[src/rtl/hazard_ctrl_pkg.sv]
// Shared encodings for the pipeline hazard controller.
// Latency: n/a (types and constants only).
// Backpressure: n/a.
package hazard_ctrl_pkg;

    // Controller FSM state encoding
    typedef enum logic [1:0] {
        RUN    = 2'd0,
        LSTALL = 2'd1,
        BFLUSH = 2'd2
    } state_t;

    // ALU operand source select encodings
    localparam logic [1:0] FWD_RF    = 2'b00;
    localparam logic [1:0] FWD_EXMEM = 2'b01;
    localparam logic [1:0] FWD_MEMWB = 2'b10;

    // Saturation value for the event counters
    localparam logic [15:0] CNT_MAX = 16'hFFFF;

    // Load-use hazard detection: an in-flight load in ID/EX writes a register
    // that the instruction in IF/ID is about to read.
    function automatic logic load_use(
        input logic       ex_mem_read,
        input logic       ex_reg_write,
        input logic [5:0] ex_rd,
        input logic       id_use_rs,
        input logic [5:0] id_rs,
        input logic       id_use_rt,
        input logic [5:0] id_rt
    );
        return ex_mem_read && ex_reg_write &&
               ((id_use_rs && (id_rs == ex_rd)) || (id_use_rt && (id_rt == ex_rd)));
    endfunction

endpackage

[src/rtl/hazard_ctrl_fwd_sel.sv]
// Forwarding source select for one ALU operand.
// Latency: combinational, zero cycles.
// Backpressure: none; pure function of the pipeline register fields.
module fwd_sel
    import hazard_ctrl_pkg::*;
(
    input  logic [5:0] src,
    input  logic [5:0] mem_rd,
    input  logic       mem_reg_write,
    input  logic [5:0] wb_rd,
    input  logic       wb_reg_write,
    output logic [1:0] fwd
);

    // The youngest producer (EX/MEM) wins over the older one (MEM/WB); register 0 is not special
    always_comb begin
        fwd = FWD_RF;
        if (mem_reg_write && (mem_rd == src)) begin
            fwd = FWD_EXMEM;
        end else if (wb_reg_write && (wb_rd == src)) begin
            fwd = FWD_MEMWB;
        end
    end

endmodule

[src/rtl/hazard_ctrl.sv]
// Pipeline hazard controller: load-use stalls, taken-branch flushes, operand forwarding.
// Latency: stall/flush/forward outputs are combinational from state and inputs; counters update 1 cycle later.
// Backpressure: pc_stall/ifid_stall hold upstream stages; a taken branch always overrides a stall.
module hazard_ctrl
    import hazard_ctrl_pkg::*;
#(
    parameter int LOAD_STALL = 1,   // total stall cycles per load-use hazard, 1..7
    parameter int BR_FLUSH   = 2    // total flush cycles per taken branch, 1..7
) (
    input  logic        clk,
    input  logic        rst,
    input  logic [5:0]  id_rs,
    input  logic [5:0]  id_rt,
    input  logic        id_use_rs,
    input  logic        id_use_rt,
    input  logic [5:0]  ex_rd,
    input  logic        ex_reg_write,
    input  logic        ex_mem_read,
    input  logic [5:0]  mem_rd,
    input  logic        mem_reg_write,
    input  logic [5:0]  wb_rd,
    input  logic        wb_reg_write,
    input  logic        br_taken,
    output logic        pc_stall,
    output logic        ifid_stall,
    output logic        idex_bubble,
    output logic        ifid_flush,
    output logic        idex_flush,
    output logic [1:0]  fwd_a,
    output logic [1:0]  fwd_b,
    output logic [15:0] stall_cnt,
    output logic [15:0] flush_cnt
);

    // The first stall/flush cycle happens in RUN, so the counter holds the remaining ones
    localparam logic [2:0] LS_RELOAD = 3'(LOAD_STALL - 1);
    localparam logic [2:0] BF_RELOAD = 3'(BR_FLUSH - 1);
    localparam bit         LS_MULTI  = (LOAD_STALL > 1);
    localparam bit         BF_MULTI  = (BR_FLUSH > 1);

    state_t     state;
    logic [2:0] cnt;
    logic       hit;
    logic       stall;
    logic       flush;

    assign hit = load_use(ex_mem_read, ex_reg_write, ex_rd,
                          id_use_rs, id_rs, id_use_rt, id_rt);

    // Stall and flush decisions; branch beats stall, and reset silences both
    always_comb begin
        stall = 1'b0;
        flush = 1'b0;
        if (!rst) begin
            unique case (state)
                RUN: begin
                    if (br_taken) begin
                        flush = 1'b1;
                    end else if (hit) begin
                        stall = 1'b1;
                    end
                end
                LSTALL: begin
                    if (br_taken) begin
                        flush = 1'b1;
                    end else begin
                        stall = 1'b1;
                    end
                end
                BFLUSH: begin
                    flush = 1'b1;
                end
                default: begin
                    stall = 1'b0;
                    flush = 1'b0;
                end
            endcase
        end
    end

    assign pc_stall    = stall;
    assign ifid_stall  = stall;
    assign idex_bubble = stall;
    assign ifid_flush  = flush;
    assign idex_flush  = flush;

    // Sequencing FSM: counts out the remaining stall or flush cycles
    always_ff @(posedge clk) begin
        if (rst) begin
            state <= RUN;
            cnt   <= 3'd0;
        end else begin
            unique case (state)
                RUN: begin
                    if (br_taken) begin
                        if (BF_MULTI) begin
                            state <= BFLUSH;
                            cnt   <= BF_RELOAD;
                        end
                    end else if (hit && LS_MULTI) begin
                        state <= LSTALL;
                        cnt   <= LS_RELOAD;
                    end
                end
                LSTALL: begin
                    if (br_taken) begin
                        // Branch abandons the stall and starts a fresh flush sequence
                        if (BF_MULTI) begin
                            state <= BFLUSH;
                            cnt   <= BF_RELOAD;
                        end else begin
                            state <= RUN;
                            cnt   <= 3'd0;
                        end
                    end else if (cnt <= 3'd1) begin
                        state <= RUN;
                        cnt   <= 3'd0;
                    end else begin
                        cnt <= cnt - 3'd1;
                    end
                end
                BFLUSH: begin
                    if (br_taken) begin
                        // A second taken branch restarts the flush window
                        if (BF_MULTI) begin
                            cnt <= BF_RELOAD;
                        end else begin
                            state <= RUN;
                            cnt   <= 3'd0;
                        end
                    end else if (cnt <= 3'd1) begin
                        state <= RUN;
                        cnt   <= 3'd0;
                    end else begin
                        cnt <= cnt - 3'd1;
                    end
                end
                default: begin
                    state <= RUN;
                    cnt   <= 3'd0;
                end
            endcase
        end
    end

    // Saturating event counters for stall and flush cycles
    always_ff @(posedge clk) begin
        if (rst) begin
            stall_cnt <= 16'd0;
            flush_cnt <= 16'd0;
        end else begin
            if (stall && (stall_cnt != CNT_MAX)) begin
                stall_cnt <= stall_cnt + 16'd1;
            end
            if (flush && (flush_cnt != CNT_MAX)) begin
                flush_cnt <= flush_cnt + 16'd1;
            end
        end
    end

    fwd_sel u_fwd_a (
        .src           (id_rs),
        .mem_rd        (mem_rd),
        .mem_reg_write (mem_reg_write),
        .wb_rd         (wb_rd),
        .wb_reg_write  (wb_reg_write),
        .fwd           (fwd_a)
    );

    fwd_sel u_fwd_b (
        .src           (id_rt),
        .mem_rd        (mem_rd),
        .mem_reg_write (mem_reg_write),
        .wb_rd         (wb_rd),
        .wb_reg_write  (wb_reg_write),
        .fwd           (fwd_b)
    );

endmodule

[config.mk]
export PLATFORM = sky130hd
export DESIGN_NAME = hazard_ctrl
export DESIGN_NICKNAME = d
export VERILOG_FILES = /design/src/rtl/hazard_ctrl_pkg.sv /design/src/rtl/hazard_ctrl_fwd_sel.sv /design/src/rtl/hazard_ctrl.sv
export SDC_FILE = /design/constraint.sdc
export NUM_CORES = 1
export LEC_CHECK = 0
export BUFFER_PORTS_ARGS = -buffer_cell sky130_fd_sc_hd__buf_2
export CAP_MARGIN = 20
export CORE_MARGIN = 3
export CORE_UTILIZATION = 55
export CTS_CLUSTER_DIAMETER = 50
export CTS_CLUSTER_SIZE = 12
export DETAILED_ROUTE_END_ITERATION = 7
export PLACE_DENSITY = 0.86
export SLEW_MARGIN = 40
export SYNTH_ARGS = -nofsm -noshare
export SYNTH_HDL_FRONTEND = slang
export SYNTH_SLANG_ARGS = --single-unit
[constraint.sdc]
create_clock -name clk -period 4.9 [get_ports clk]
set_input_delay 0.735 -clock clk [delete_from_list [all_inputs] [get_ports clk]]
set_output_delay 0.735 -clock clk [all_outputs]
set_load 0.02 [all_outputs]
# == Word level (Yosys, flattened, before mapping) ==
# Cells that the tools add are included.
# totals
latchBits,0
memories,0
ramBits,0
out_inout_bits,41
regBits,37
rom_bits,0
# op_classes
div_mod_pow,0
n_reduce_logical,15
multipliers,0
mux,21
add_sub_neg,3
n_lt_le_gt_ge,1
bitwise,0
n_eq_ne,12
shift,0
# op_table
operator,count
$eq 6x6->1,6
$add 16x1->16 const B,2
$ne 16x16->1 const B,2
$mux 2,8
$logic_and 1x1->1,10
$mux 3,3
$mux 1,6
$pmux 2 s3,1
$pmux 3 s2,1
$ne 2x2->1 const B,2
$pmux 1 s2,2
$reduce_or 2->1,2
$le 3x1->1 const B,1
$sub 3x1->3 const B,1
$eq 2x1->1 const B,1
$eq 2x2->1 const B,1
$logic_not 2->1,1
$reduce_and 2->1,1
$logic_or 1x1->1,1

# == Depth between registers and ports, before layout ==
# logic_depth
ltp_word,9
ltp_mapped,8
depth_no_buf,8

# == Modules after synthesis ==
# A second synthesis with hierarchy kept.
# unflattened
hier_cells,297
area_unflattened_um2,2502.4
# by_module_without_submodules
module,cells_per_inst,n_inst,area_per_inst_um2
hazard_ctrl,261,1,2187.1
fwd_sel,18,2,157.7

# == Worst setup path after synthesis ==
# No wires, ideal clock.
# synth_path
path_kind,input -> output
start,input id_rt[3]
end,output ifid_stall
path_slack_ns,2.177
cell_stages,6
arrival_ns,1.988
required_time_ns,4.165
cell_sequence,xnor2_1 > nand4_1 > o22ai_4 > a21oi_1 > nor2_1 > buf_4
# synth_via
elab_chain_len,8
# synth_rtl
item,line,rtl
"start, declared",hazard_ctrl.sv:13,"input logic [5:0] id_rt,"
$eq 6x6->1,hazard_ctrl_pkg.sv:33,((id_use_rs && (id_rs == ex_rd)) || (id_use_rt && (id_rt == ex_rd)));
$logic_and 1x1->1,hazard_ctrl_pkg.sv:33,
$logic_or 1x1->1,hazard_ctrl_pkg.sv:33,
$logic_and 1x1->1,hazard_ctrl_pkg.sv:32,return ex_mem_read && ex_reg_write &&
$mux 1,hazard_ctrl.sv:59,end else if (hit) begin
$mux 1,hazard_ctrl.sv:57,if (br_taken) begin
$pmux 1 s2,hazard_ctrl.sv:55,unique case (state)
$mux 1,hazard_ctrl.sv:54,if (!rst) begin
"end, declared",hazard_ctrl.sv:25,"output logic ifid_stall,"
# No other way between the ends.

# == Final worst setup path ==
# Ends and elaborated chain as after synthesis.

==> summary.txt <==
Worst setup path
  – WS Path Type: input port to output pin
  – CP Data Arrival Time: 2.04 ns
  – Critical Path Source Type: input port
  – Worst Path Max Fanout: 5
  – CP Cell Sequence: buf_2 -> xnor2_1 -> nand4_1 -> o22ai_4 -> a21oi_1 -> nor2_1 -> buf_2
  – Critical Path End Type: output pin
  – Reg2Reg Setup Slack: 2.83 ns
  – Sum of buffers and inverters on the critical path: 2
  – CP max stage delay: 0.30 ns
  – Reg-to-reg endpoint: stall_cnt[13]
  – R2r startpoint: state[0]
  – CP most frequent cell: buf_2
  – Total stage count of the critical path: 7
  – Crit. Startpoint: id_rt[3]
  – FF-to-FF path depth: 6
  – Critical Path Sink: ifid_stall
  – CP required: 4.16 ns
  – Slowest CP cell: o22ai_4
  – Cell family with most CP delay: compound AO/OA/AOI/OAI gates

Floorplan
  – Core area: 4120 µm²
  – Starting Density: 0.589
  – Die area: 5240 µm²
  – Die X: 72.4 µm
  – Row Count: 23
  – Die height: 72.4 µm
  – IO Pins: 80

Yosys
  – Leading area contributor after synthesis: dfxtp_1
  – Synth area leaders: dfxtp_1, xnor2_1, xor2_1
  – Top-count cell post-synth: dfxtp_1
  – Mean Syn Cell Area: 8.39 µm²
  – Yosys top cell area share: 0.305
  – Mapped Area: 2420 µm²
  – Ys Warns: 0
  – Synth Net Count: 336
  – Synth cell count leaders: dfxtp_1, nor2_1, xnor2_1
  – Seq/Total Area, Yosys: 0.305
  – Ys async rst share: 0
  – Cell count after synthesis: 289
  – Seq cells post-synth: 37
  – Post-synth top flop: dfxtp_1
  – EDFF count, synth: 0
  – Yosys cell types: 49

Power and ir drop
  – Net Switching: 166 µW
  – Pint: 477 µW
  – Clk pwr share: 0.359
  – Reg power frac: 0.479
  – Total power: 643 µW
  – Comb pwr share: 0.162
  – Worst IR drop on VDD: 153 µV
  – Pleak: 0.00122 µW
  – Switching Share: 0.258
  – Pwr/cell area: 219 nW/µm²

Finish
  – Fill cells: 326
  – Diode count: 0
  – # nets final: 414
  – Final Util: 0.715
  – Area grow syn2layout: 21.3%
  – Layout cells sized above 1: 0.283

GRT
  – Global-route wire length before repair: 9.64 mm
  – Antenna violations before repair: 0
  – GR Util All Layers: 0.225
  – Total grt overflow: 0
  – Pin count of the biggest net entering global routing: 37
  – Vias in the first global route: 2238

Detailed routing
  – 1st-iter DRT viols: 159
  – Drt pass-1 iters: 4
  – ANT nets after route: 0
  – Via-to-Cell Ratio: 5.69
  – Detailed Route WL: 5.77 mm
  – Routed length per instance: 13.8 µm
  – Via count: 2378
  – DRC viols: 0

Timing
  – Setup violators final: 0
  – Hold WS: 0.511 ns
  – Period utilization: 0.566
  – Fin. Hold Viols: 0
  – Final worst setup slack: 2.13 ns
  – Max Transition Viols Final: 0
  – Final Skew: 0.00371 ns
  – RSZ-0062 raised after global routing: no
  – Worst-margin pin slew: 0.692 ns
  – Min Tclk post-route: 2.77 ns
  – Slew headroom: 0.539
  – TNS Setup: 0 ns
  – Fmax: 0.360 GHz

Clocking
  – Max H-tree Level: 2
  – CTS Buf Count: 5
  – Hold buffers post-CTS: 0
  – Skew-Pair Late Insertion Delay: 0.28 ns
  – CTS resizes: 0
  – Clock buffer depth: 2
  – CTS root buf: clkbuf_8
  – CTS tree: yes
  – Setup bufs post-CTS: 0
  – Reg clk slew, reported paths: 0.07 ns
  – Clock Sinks: 37

Place
  – DP Worst Slack: 2.14 ns
  – Post-DP HPWL: 4.34 mm
  – GPL Wtd Cong: 0.814
  – Port Buf Inserts: 79

Run status
  – Status: complete, no violations

Worst hold path
  – Worst min path class: flop to flop

Job
  – Max_cap viols: 0
metrics by stage:
| step | cell area (µm²) | instances |
|---|---|---|
| 5_1_grt | 2940 | 418 |
| 6_report | 2940 | 418 |
| 3_3_place_gp | 2840 | 410 |
| 4_1_cts | 2940 | 418 |
| 3_5_place_dp | 2840 | 410 |
| 2_1_floorplan | 2420 | 289 |
placed cells by master (no fill, tap or decap), types with 7 or more instances in the layout:
| cell | instances |
|---|---|
| a21oi_1 | 15 |
| buf_2 | 79 |
| clkbuf_8 | 7 |
| dfxtp_1 | 37 |
| ha_1 | 8 |
| nand2_1 | 15 |
| nand3_1 | 21 |
| nand4_1 | 15 |
| nor2_1 | 33 |
| nor3_1 | 7 |
| o21ai_0 | 8 |
| or3_1 | 7 |
| xnor2_1 | 32 |
| xor2_1 | 20 |
sequential cells by signal (all words and copies together), names as in the netlist:
name,flops
stall_cnt,16
cnt,3
state,2
flush_cnt,16
per-layer routing:
metal,vias to the layer above,GRT usage,share of wire
met4,0,0.0717,0.011
met3,7,0.0305,0.049
met1,1102,0.274,0.43
met2,75,0.407,0.51
met5,-,0,0
li1,1194,-,-
cell type report:
cell class / instances / area (µm²) / area share
multi-input cells: 236 / 1610 / 0.548
inverters: 8 / 30.0 / 0.0102
flip-flops and latches: 37 / 741 / 0.252
clock buffers: 7 / 96.3 / 0.0328
repair buffers: 79 / 395 / 0.134
well taps: 50 / 62.6 / 0.0213
clock inverters: 1 / 5.00 / 0.00170
kinds of logic (layout without fill, tap and decap cells):
family | Yosys count | count (layout) | synth area share
flip-flops | 37 | 37 | 0.305
buffers and inverters | 16 | 95 | 0.0299
AND/OR/NAND/NOR | 126 | 126 | 0.284
adder cells (fa/ha/maj) | 8 | 8 | 0.0413
multiplexers | 4 | 4 | 0.0170
XOR/XNOR | 52 | 52 | 0.188
AO/OA/AOI/OAI | 46 | 46 | 0.134
worst min path at each step:
stage                   from             to  slack, ns  cells past startpoint
4_1_cts        stall_cnt[14]  stall_cnt[14]       0.50                      2
3_5_place_dp   stall_cnt[14]  stall_cnt[14]       0.49                      2
2_1_floorplan         cnt[2]         cnt[2]       0.49                      2
3_3_place_gp   stall_cnt[14]  stall_cnt[14]       0.48                      2
5_1_grt        stall_cnt[14]  stall_cnt[14]       0.54                      2
6_report       stall_cnt[14]  stall_cnt[14]       0.51                      2
power by group through the flow:
stage / clock network (µW) / logic, µW / registers [µW]
final: 231 / 104 / 308
after global routing: 247 / 114 / 309
after CTS: 237 / 104 / 308
after detailed placement: 0 / 104 / 315
after global placement: 0 / 101 / 315
after floorplan: 0 / 63.7 / 316
worst min-delay path, cell delays in order (launching register included):
cell	delay (ns)
dfxtp_1	0.34
nand2_1	0.07
o21ai_1	0.05
Power figures use the tool's default switching activity.
